[src/rtl/rr_arbiter8.sv]
// Eight-way round-robin arbiter with a registered winner index, one-hot grant
// decode, owner-driven release and a per-grant hold limit.
module rr_arbiter8 #(
    parameter int HOLD_MAX = 16
) (
    input  logic       clk,
    input  logic       rst_n,
    input  logic [7:0] req,
    input  logic       done,
    output logic [7:0] grant,
    output logic [2:0] grant_id,
    output logic       grant_valid,
    output logic       timeout
);

    localparam int CW = (HOLD_MAX > 1) ? $clog2(HOLD_MAX) : 1;
    localparam logic [CW-1:0] CNT_LAST = CW'(HOLD_MAX - 1);

    typedef enum logic [0:0] {
        ST_IDLE  = 1'b0,
        ST_GRANT = 1'b1
    } state_t;

    state_t        state_r;
    logic [2:0]    ptr_r;
    logic [CW-1:0] cnt_r;

    logic [2:0]    winner_s;
    logic          any_req_s;
    logic          normal_rel_s;
    logic          force_rel_s;

    // First set request bit at or after ptr, wrapping 7 -> 0.
    function automatic logic [2:0] pick_winner(input logic [7:0] r, input logic [2:0] p);
        logic [2:0] idx;
        logic       found;
        pick_winner = p;
        found       = 1'b0;
        for (int i = 0; i < 8; i++) begin
            idx = p + 3'(i);
            if (!found && r[idx]) begin
                pick_winner = idx;
                found       = 1'b1;
            end
        end
    endfunction

    function automatic logic [7:0] decode_id(input logic [2:0] id);
        logic [7:0] one;
        one       = 8'h01;
        decode_id = one << id;
    endfunction

    // Arbitration decisions for the current cycle.
    always_comb begin
        winner_s     = pick_winner(req, ptr_r);
        any_req_s    = 1'b0;
        normal_rel_s = 1'b0;
        force_rel_s  = 1'b0;
        if (req != 8'h00) begin
            any_req_s = 1'b1;
        end else begin
            any_req_s = 1'b0;
        end
        if (done || !req[grant_id]) begin
            normal_rel_s = 1'b1;
        end else if (cnt_r == CNT_LAST) begin
            force_rel_s = 1'b1;
        end else begin
            normal_rel_s = 1'b0;
            force_rel_s  = 1'b0;
        end
    end

    // Arbiter state machine with registered outputs.
    always_ff @(posedge clk) begin
        if (!rst_n) begin
            state_r     <= ST_IDLE;
            ptr_r       <= 3'd0;
            cnt_r       <= '0;
            grant       <= 8'h00;
            grant_id    <= 3'd0;
            grant_valid <= 1'b0;
            timeout     <= 1'b0;
        end else begin
            case (state_r)
                ST_IDLE: begin
                    timeout <= 1'b0;
                    if (any_req_s) begin
                        grant_id    <= winner_s;
                        grant       <= decode_id(winner_s);
                        grant_valid <= 1'b1;
                        cnt_r       <= '0;
                        state_r     <= ST_GRANT;
                    end else begin
                        grant       <= 8'h00;
                        grant_valid <= 1'b0;
                    end
                end
                ST_GRANT: begin
                    if (normal_rel_s || force_rel_s) begin
                        // grant_id is kept so the mux select stays stable while idle.
                        ptr_r       <= grant_id + 3'd1;
                        grant       <= 8'h00;
                        grant_valid <= 1'b0;
                        timeout     <= force_rel_s & ~normal_rel_s;
                        state_r     <= ST_IDLE;
                    end else begin
                        cnt_r   <= cnt_r + CW'(1'b1);
                        timeout <= 1'b0;
                    end
                end
                default: begin
                    state_r     <= ST_IDLE;
                    grant       <= 8'h00;
                    grant_valid <= 1'b0;
                    timeout     <= 1'b0;
                end
            endcase
        end
    end

endmodule

[config.mk]
export PLATFORM = sky130hd
export DESIGN_NAME = rr_arbiter8
export DESIGN_NICKNAME = d
export VERILOG_FILES = /design/src/rtl/rr_arbiter8.sv
export SDC_FILE = /design/constraint.sdc
export NUM_CORES = 1
export LEC_CHECK = 0
export CORE_MARGIN = 3
export CORE_UTILIZATION = 50
export CTS_CLUSTER_DIAMETER = 60
export DETAILED_ROUTE_END_ITERATION = 12
export PLACE_DENSITY = 0.81
export SYNTH_ARGS = -nofsm -noshare
export SYNTH_HDL_FRONTEND = slang
export SYNTH_SLANG_ARGS = --single-unit
[constraint.sdc]
create_clock -name clk -period 6.73 [get_ports clk]
set_clock_uncertainty 0.2 [all_clocks]
set_input_delay 1.346 -clock clk [delete_from_list [all_inputs] [get_ports clk]]
set_output_delay 1.346 -clock clk [all_outputs]
set_load 0.01 [all_outputs]
Word level (Yosys, flattened, before mapping)

Cells that the tools add are included.

Bits in registers: 21
Bits of input ports: 11
Output and inout port bits: 13

Add/subtract/negate cells: 9
$lt $le $gt $ge: 9
Equality and inequality tests: 4
Shifts and indexed selects: 1
Mux-type cells: 49
Bitwise operators: 3
Reduce and logical (&&, ||, !) cells: 21

Operator list:

| kind                                                                 | count |
|---|---|
| 3-bit by 4-bit < comparator with 1-bit output, second input constant | 9 |
| 1-bit binary-select mux with 3-bit select                            | 9 |
| 1-bit two-way mux                                                    | 24 |
| 3-bit two-way mux                                                    | 7 |
| 8-bit two-way mux                                                    | 2 |
| 8-bit one-hot mux with 2 select lines                                | 1 |
| 3-bit adder, second input constant                                   | 4 |
| 1-bit logical NOT                                                    | 8 |
| 4-bit two-way mux                                                    | 2 |
| 4-bit one-hot mux with 2 select lines                                | 1 |
| 8-bit nonzero test                                                   | 1 |
| 1-bit by 3-bit << shifter with 8-bit output, first input constant    | 1 |
| 1-bit logical AND                                                    | 7 |
| 3-bit by 1-bit adder with 3-bit output, second input constant        | 2 |
| 3-bit by 2-bit adder with 3-bit output, second input constant        | 2 |
| 1-bit one-hot mux with 2 select lines                                | 3 |
| 2-bit AND reduction                                                  | 3 |
| 4-bit by 1-bit adder with 4-bit output, second input constant        | 1 |
| 4-bit equality test, second input constant                           | 1 |
| 2-bit != test, second input constant                                 | 2 |
| 1-bit logical OR                                                     | 2 |
| 2-bit by 1-bit != test with 1-bit output, second input constant      | 1 |
| 1-bit inverter                                                       | 2 |
| 1-bit AND                                                            | 1 |

Depth between registers and ports, before layout

Gate-level depths: netlist of run 1.

Depth after elaboration: 27
Mapped depth: 13

Worst setup path after synthesis of run 1

Ideal clock, no wire load.

Path kind: input to register
Start point: input req[4]
End point: register grant[2]
Library setup time: 117 ps
Arrival: 3487 ps
Required time: 6413 ps
Setup slack: 2926 ps
Cell stages on the path: 8
Buffers on the path: 1
Cells stage by stage: mux4_2 -> mux2_4 -> or2_1 -> buf_6 -> a2111o_1 -> a32o_1 -> o21a_4 -> a32o_1

Cells in the longest elaborated chain, start to end: 27
Elaborated cells on any way between the ends: 57

RTL lines:

| what                                        | line | RTL |
|---|---|---|
| start, declared                             | 8    | `input logic [7:0] req,` |
| 1-bit binary-select mux with 3-bit select   | 41   | `if (!found && r[idx]) begin` |
| 1-bit two-way mux (implied by the code)     | 41   |  |
| 1-bit two-way mux                           | 41   |  |
| 1-bit logical NOT                           | 41   |  |
| 1-bit logical AND                           | 41   |  |
| 1-bit two-way mux                           | 41   |  |
| 1-bit logical NOT                           | 41   |  |
| 1-bit logical AND                           | 41   |  |
| [... 11 more ...]                           | n/a  |  |
| 1-bit logical AND                           | 41   |  |
| 1-bit two-way mux                           | 41   |  |
| 1-bit logical NOT                           | 41   |  |
| 1-bit logical AND                           | 41   |  |
| 3-bit two-way mux                           | 41   |  |
| 1-bit by 3-bit << shifter with 8-bit output | 51   | `decode_id = one << id;` |
| 8-bit two-way mux                           | 89   | `if (any_req_s) begin` |
| 8-bit one-hot mux with 2 select lines       | 86   | `case (state_r)` |
| end signal, assigned                        | 91   | `grant <= decode_id(winner_s);` |
| end, declared                               | 10   | `output logic [7:0] grant,` |

Several ways; a longest one is shown, not always the timed one. The select of a mux whose other input is x is not followed.
A chain may end at the register's enable or synchronous reset.

Worst setup path in the final report of run 1

Start point: register ptr_r[0]
End point: register grant[3]

Cells in the longest elaborated chain, start to end: 27
Elaborated cells on any way between the ends: 54

RTL lines:

| what                                                                                            | line | RTL |
|---|---|---|
| start, declared                                                                                 | 25   | `logic [2:0] ptr_r;` |
| start signal, assigned                                                                          | 103  | `ptr_r <= grant_id + 3'd1;` |
| parallel branches: the longest is 23 deep, another holds 3-bit by 1-bit adder with 3-bit output | n/a  |  |
| 3-bit two-way mux (*)                                                                           | 41   |  |
| 1-bit by 3-bit << shifter with 8-bit output (*)                                                 | 51   |  |
| 8-bit two-way mux (*)                                                                           | 89   |  |
| 8-bit one-hot mux with 2 select lines (*)                                                       | 86   |  |

Every way passes the cells marked *. The select of a mux whose other input is x is not followed.

==> flow_metrics.py, run 1 <==
metrics = {
    "route": {
        "drt_first_pass_iters": 4,
        "finalWirelength_mm": 3.92,
        "detailroute.via_count": 1632,
        "remaining_drc_errors": 0,
        "route.layer.met1.wl_mm": 1.88,
        "maxUsedRoutingLayer": "met3",
        "drtAntennaViolNets": 0,
        "detail_route.wl_per_cell_um": 15.5,
        "detail_route.vias_per_cell": 6.45,
        "met3WireLength_um": 232,
        "route.met2.wl_mm": 1.81,
        "first_iter_violations": 132,
    },
    "synth": {
        "synth.yosys.seq_area_share": 0.230,
        "syn_nets": 205,
        "synth_flop_cell": "sky130_fd_sc_hd__dfxtp_1",
        "yosys.cell_types.count": 58,
        "postSynthRegisterBits": 21,
        "synth_enable_flop_cells": 0,
        "synthesis.area_per_instance_um2": 9.61,
        "synth-async-reset-ratio": 0,
        "post_synth_inst_count": 190,
        "synth.yosys.warnings": 0,
        "syn_std_cell_area_um2": 1830,
    },
    "final_layout": {
        "synthToLayoutAreaGrowth_pct": 13.8,
        "num-fill-cells": 309,
        "layout.cells.most_common_list": "23 x sky130_fd_sc_hd__clkdlybuf4s50_1, 21 x sky130_fd_sc_hd__dfxtp_1, 19 x sky130_fd_sc_hd__nand2_1",
        "total_inserted_antenna_cells": 0,
        "layout-drive-gt1-share": 0.135,
        "fin_nets": 223,
        "final_common_cell": "sky130_fd_sc_hd__clkdlybuf4s50_1",
    },
    "global_routing": {
        "grt_max_degree": 19,
        "first_global_vias": 1415,
        "global_route.usage.total": 0.184,
        "globalRouteOverflowTotal": 0,
        "number_of_antenna_violations_at_the_first_check_in_global_routing": 0,
        "grt_pass1_wl_mm": 6.44,
    },
    "timing": {
        "final_min_period_over_clock_period": 0.676,
        "max_slew_margin_vs_limit": 0.451,
        "worst-slew-pin-transition_ps": 823,
        "final-hold-violation-count": 0,
        "grt_setup_unrepaired": "false",
        "clock.fmax_ghz": 0.220,
        "setup_tns_ps": 0,
        "final-setup-viol-count": 0,
        "post-route-min-period_ps": 4550,
        "slew_violations": 0,
    },
    "placement": {
        "detailed_place_hpwl_mm": 3.01,
        "buffer_ports.inserted": 23,
        "routabilityCongestion": 0.865,
    },
    "clock_network": {
        "ctsHoldBuffers": 0,
        "cts_tree": "built",
        "clockRootBuffer": "sky130_fd_sc_hd__clkbuf_4",
        "cts_buffer_depth": 2,
        "cts-buffers-inserted": 3,
        "cts_post_setup_buffers_inserted": 0,
        "cts.sink_count": 21,
        "h_tree_levels": 1,
        "clkTransAtPathRegs_ps": 130,
        "postCtsResizedCells": 0,
        "source_to_sink_clock_delay_at_the_later_pin_of_the_worst_skew_pair_ps": 320,
    },
    "critical_path": {
        "worst_setup_path_end_kind": "register",
        "setup.worst_path.class": "register to register",
        "worst_setup_path_start_kind": "register",
        "timing.critical_path.fanout_max": 18,
        "worst_ep_arrival_time_ps": 4560,
        "critical_path_required_ps": 6740,
    },
    "run_status": {
        "outcome": "finished clean",
    },
    "die": {
        "floorplan.initialDensity": 0.534,
        "placeableCoreArea_um2": 3420,
        "placement_rows": 21,
        "die_width_um": 66.4,
        "die_y_um": 66.4,
        "die_area_um2": 4410,
        "io-pin-count": 24,
    },
    "flow_run": {
        "max_cap_viols": 0,
    },
    "power": {
        "max-vdd-ir-drop_mv": 0.175,
        "power_leakage_nw": 0.737,
        "total_power_mw": 0.525,
        "power-per-cell-area_nw_per_um2": 253,
    },
    "worst_hold_path": {
        "hp-class": "register to register",
    },
}
-- sequential cells by signal, summed over array words and instances (netlist names) --
signal       count
timeout          1
grant_id         3
cnt_r            4
grant            8
ptr_r            3
state_r          1
grant_valid      1
-- cell families (layout without fill, tap and decap cells) --
group                    after synthesis  count (layout)  synth area share
multiplexers                          31              31             0.272
adder cells (fa/ha/maj)                4               4            0.0274
AND/OR/NAND/NOR                       61              61             0.172
buffers and inverters                 17              34            0.0507
XOR/XNOR                               6               6            0.0288
AO/OA/AOI/OAI                         50              50             0.219
flip-flops                            21              21             0.230
-- critical path, stage by stage, from the launching register on --
cell,delay [ps]
sky130_fd_sc_hd__dfxtp_1,880
sky130_fd_sc_hd__inv_1,100
sky130_fd_sc_hd__ha_1,780
sky130_fd_sc_hd__mux4_2,660
sky130_fd_sc_hd__mux2_4,300
sky130_fd_sc_hd__or2_1,330
sky130_fd_sc_hd__nor4_1,450
sky130_fd_sc_hd__o31ai_1,200
sky130_fd_sc_hd__and3b_1,280
sky130_fd_sc_hd__a32o_1,250
-- synth_stat cells (4+ instances only) --
master	number	area share
sky130_fd_sc_hd__dfxtp_1	21	0.23
sky130_fd_sc_hd__nand2_1	19	0.039
sky130_fd_sc_hd__mux4_2	14	0.17
sky130_fd_sc_hd__mux2i_1	11	0.060
sky130_fd_sc_hd__nor2_1	11	0.023
sky130_fd_sc_hd__a21oi_1	9	0.025
sky130_fd_sc_hd__a32o_1	6	0.033
sky130_fd_sc_hd__inv_1	6	0.012
sky130_fd_sc_hd__o31ai_1	5	0.021
sky130_fd_sc_hd__xor2_1	5	0.024
sky130_fd_sc_hd__ha_1	4	0.027
sky130_fd_sc_hd__mux2_1	4	0.025
sky130_fd_sc_hd__nand2b_1	4	0.014
sky130_fd_sc_hd__nand3_1	4	0.011
sky130_fd_sc_hd__nor3_1	4	0.011
sky130_fd_sc_hd__nor4_1	4	0.014
-- where the power goes --
part           switching, mW  total [mW]  internal [mW]  leakage (nW)
clock                 0.0416      0.0644         0.0227        0.0139
combinational          0.155       0.297          0.142         0.552
sequential            0.0244       0.164          0.139         0.171
-- per-layer routing --
layer | GRT usage | up-vias
li1 | - | 795
met1 | 0.270 | 773
met2 | 0.290 | 64
met3 | 0.0357 | 0
met4 | 0.0152 | 0
met5 | 0 | -
-- metrics by stage --
stage | std cells | worst slack (ps) | util | instance area [um^2] | hold slack, ps
finish | 253 | 2180 | 0.608 | 2080 | 263
global route | 253 | 1870 | 0.608 | 2080 | 294
CTS | 253 | 2160 | 0.608 | 2080 | 269
detailed placement | 249 | 2160 | 0.599 | 2050 | 246
global placement | 249 | 2170 | 0.599 | 2050 | 241
floorplan | 190 | 2930 | - | 1830 | 267
-- layout make-up --
| class | instances | area [um^2] | share of cell area |
|---|---|---|---|
| Sequential cell | 21 | 420 | 0.202 |
| Timing Repair Buffer | 23 | 230 | 0.111 |
| Clock buffer | 3 | 22.5 | 0.0108 |
| Inverter | 7 | 26.3 | 0.0127 |
| Clock inverter | 1 | 7.51 | 0.00361 |
| Tap cell | 46 | 57.6 | 0.0277 |
| Multi-Input combinational cell | 152 | 1310 | 0.632 |
-- path summary, 6_finish.rpt --
path                               start       end  slack (ps)  cells past startpoint
worst min-delay path            grant[0]  grant[0]         260                      2
worst max register to register  ptr_r[0]  grant[3]        2180                      9
worst max-delay path            ptr_r[0]  grant[3]        2180                      9
worst min register to register  grant[0]  grant[0]         260                      2
Note: power is estimated with default switching activity, not from simulation.
==> inputs of run 2 (changes only) <==
--- a/config.mk
+++ b/config.mk
@@ -9,7 +9,7 @@
 export CORE_UTILIZATION = 50
 export CTS_CLUSTER_DIAMETER = 60
 export DETAILED_ROUTE_END_ITERATION = 12
-export PLACE_DENSITY = 0.81
+export PLACE_DENSITY = 0.84
 export SYNTH_ARGS = -nofsm -noshare
 export SYNTH_HDL_FRONTEND = slang
 export SYNTH_SLANG_ARGS = --single-unit
==> constraint.sdc (replaced) <==
create_clock -name clk -period 3.9 [get_ports clk]
set_clock_uncertainty 0.2 [all_clocks]
set_input_delay 0.78 -clock clk [delete_from_list [all_inputs] [get_ports clk]]
set_output_delay 0.78 -clock clk [all_outputs]
set_load 0.01 [all_outputs]
==> run 2 against run 1 <==
- fmax is 24% higher
- non-clock buffer count is 15 higher
- highest routed layer is now met4
- cell count is 5.9% higher
- critical path depth stayed put
- largest power group unchanged
- first-iteration DRC count is 55% lower
- die area stayed put
- critical endpoint is now grant[7]
- power is 84% higher
- routed wire length is 9.4% higher
- via count is 2.8% higher
- core utilization is 3.2 points higher
==> flow_metrics.py, run 2 (synthesis gave the netlist of run 1 again) <==
metrics = {
    "run_status": {
        "outcome": "finished clean",
    },
    "die": {
        "floorplan.initialDensity": 0.534,
        "placeableCoreArea_um2": 3420,
        "placement_rows": 21,
        "die_y_um": 66.4,
        "die_area_um2": 4410,
        "io-pin-count": 24,
        "die_width_um": 66.4,
    },
    "clock_network": {
        "cts_post_setup_buffers_inserted": 0,
        "clockRootBuffer": "sky130_fd_sc_hd__clkbuf_4",
        "cts.sink_count": 21,
        "cts_tree": "built",
        "ctsHoldBuffers": 0,
        "h_tree_levels": 1,
        "cts_buffer_depth": 2,
        "cts-buffers-inserted": 3,
        "clkTransAtPathRegs_ps": 120,
        "postCtsResizedCells": 0,
        "source_to_sink_clock_delay_at_the_later_pin_of_the_worst_skew_pair_ps": 320,
    },
    "flow_run": {
        "max_cap_viols": 0,
    },
    "critical_path": {
        "worst_ep_arrival_time_ps": 3710,
        "cp_cell_instances": "inv_1, ha_1, mux2_1, mux4_2, a32oi_1, a211oi_1, or4_4, and3b_1, a32o_1",
        "crit_path_top_delay_cell": "sky130_fd_sc_hd__ha_1",
        "worst_setup_path_startpoint": "ptr_r[1]",
        "worst_setup_path_end_kind": "register",
        "critical-path-max-stage-delay_ps": 620,
        "worst_setup_path_start_kind": "register",
        "critical_path_required_ps": 3930,
        "setup.worst_path.class": "register to register",
        "worst_r2r_startpoint": "ptr_r[1]",
        "timing.critical_path.fanout_max": 12,
    },
    "global_routing": {
        "global_route.usage.total": 0.209,
        "globalRouteOverflowTotal": 0,
        "number_of_antenna_violations_at_the_first_check_in_global_routing": 0,
        "grt_max_degree": 17,
        "first_global_vias": 1582,
        "grt_pass1_wl_mm": 7.15,
    },
    "timing": {
        "worst-slew-pin-transition_ps": 784,
        "max_slew_margin_vs_limit": 0.477,
        "clock.fmax_ghz": 0.272,
        "post-route-min-period_ps": 3680,
        "final-setup-viol-count": 0,
        "final_min_period_over_clock_period": 0.943,
        "final-hold-violation-count": 0,
        "slew_violations": 0,
        "grt_setup_unrepaired": "false",
    },
    "worst_hold_path": {
        "hold_path_startpoint": "grant[0]",
        "hp-class": "register to register",
    },
    "power": {
        "p_clk_frac": 0.111,
        "power_leakage_nw": 0.815,
        "p_int_mw": 0.570,
        "power-per-cell-area_nw_per_um2": 443,
        "total_power_mw": 0.968,
        "power_switching_mw": 0.397,
        "power.share.combinational": 0.613,
        "max-vdd-ir-drop_mv": 0.209,
        "netSwitchingFraction": 0.411,
        "power_frac_seq": 0.276,
    },
    "final_layout": {
        "design_area_um2": 2190,
        "fin_nets": 238,
        "largestRegisters": "grant x8, cnt_r x4",
        "register_ranked_first_by_flip_flop_count": "grant",
        "final_common_cell": "sky130_fd_sc_hd__clkdlybuf4s50_1",
        "synthToLayoutAreaGrowth_pct": 19.8,
        "finish.cell_count_without_fillers": 268,
        "total_inserted_antenna_cells": 0,
        "num-fill-cells": 290,
        "layout.cells.most_common_list": "23 x sky130_fd_sc_hd__clkdlybuf4s50_1, 21 x sky130_fd_sc_hd__dfxtp_1, 19 x sky130_fd_sc_hd__nand2_1",
        "largest_reg_flops": 8,
        "final_core_utilization": 0.640,
        "layout-drive-gt1-share": 0.194,
    },
    "route": {
        "remaining_drc_errors": 0,
        "detailroute.via_count": 1677,
        "drt_first_pass_iters": 4,
        "detail_route.wl_per_cell_um": 16.0,
        "finalWirelength_mm": 4.29,
        "detail_route.vias_per_cell": 6.26,
        "drtAntennaViolNets": 0,
        "first_iter_violations": 59,
    },
    "placement": {
        "routabilityCongestion": 0.905,
        "placed_area_um2": 2160,
        "buffer_ports.inserted": 23,
        "placed_cells": 264,
        "detailed_place_hpwl_mm": 3.33,
    },
}
-- run 2: cell types whose count changed in the layout (fill, tap and decap cells not counted) --
cell                         delta
sky130_fd_sc_hd__clkinvlp_4     -1
sky130_fd_sc_hd__buf_4         +15
sky130_fd_sc_hd__clkinv_2       +1
-- run 2: area by class of cell --
type / instances / area [um^2] / area share
multi-input combinational: 152 / 1310 / 0.600
clock inverter: 1 / 5.00 / 0.00229
sequential: 21 / 420 / 0.192
inverter: 7 / 26.3 / 0.0120
timing repair buffer: 38 / 343 / 0.157
clock buffer: 3 / 22.5 / 0.0103
tap: 46 / 57.6 / 0.0263
-- run 2: worst paths after layout --
path              endpoint  slack, ps  depth (start not counted)
hold / removal    grant[0]        270                          2
setup reg to reg  grant[7]        220                          9
hold reg to reg   grant[0]        270                          2
setup / recovery  grant[7]        220                          9
-- run 2: critical path, delay by kind of cell, from the launching register on --
family          cells  cell delay [ps]
mux                 2              950
simple gates        2              720
compound gates      3              680
fa+ha+maj           1              620
flops               1              340
buf+inv             1               70
-- run 2: power groups by stage --
stage	logic, mW	registers (mW)	clock network, mW
finish	0.593	0.267	0.107
global route	0.645	0.271	0.115
CTS	0.588	0.267	0.111
detailed placement	0.587	0.272	0
global placement	0.574	0.272	0
floorplan	0.408	0.275	0
-- run 2: per-stage QoR --
stage               hold WS [ps]  setup TNS (ps)  setup WS (ps)
floorplan                    267               0            245
global placement             239               0           22.6
detailed placement           247           -61.7          -19.6
CTS                          273               0            252
global route                 278               0           25.8
finish                       273               0            222
-- run 2: metal layers --
metal  global-route usage  wire length (um)
met1                0.283              1930
met2                0.337              2070
met3               0.0357               236
met4               0.0685                60
met5                    0                 0
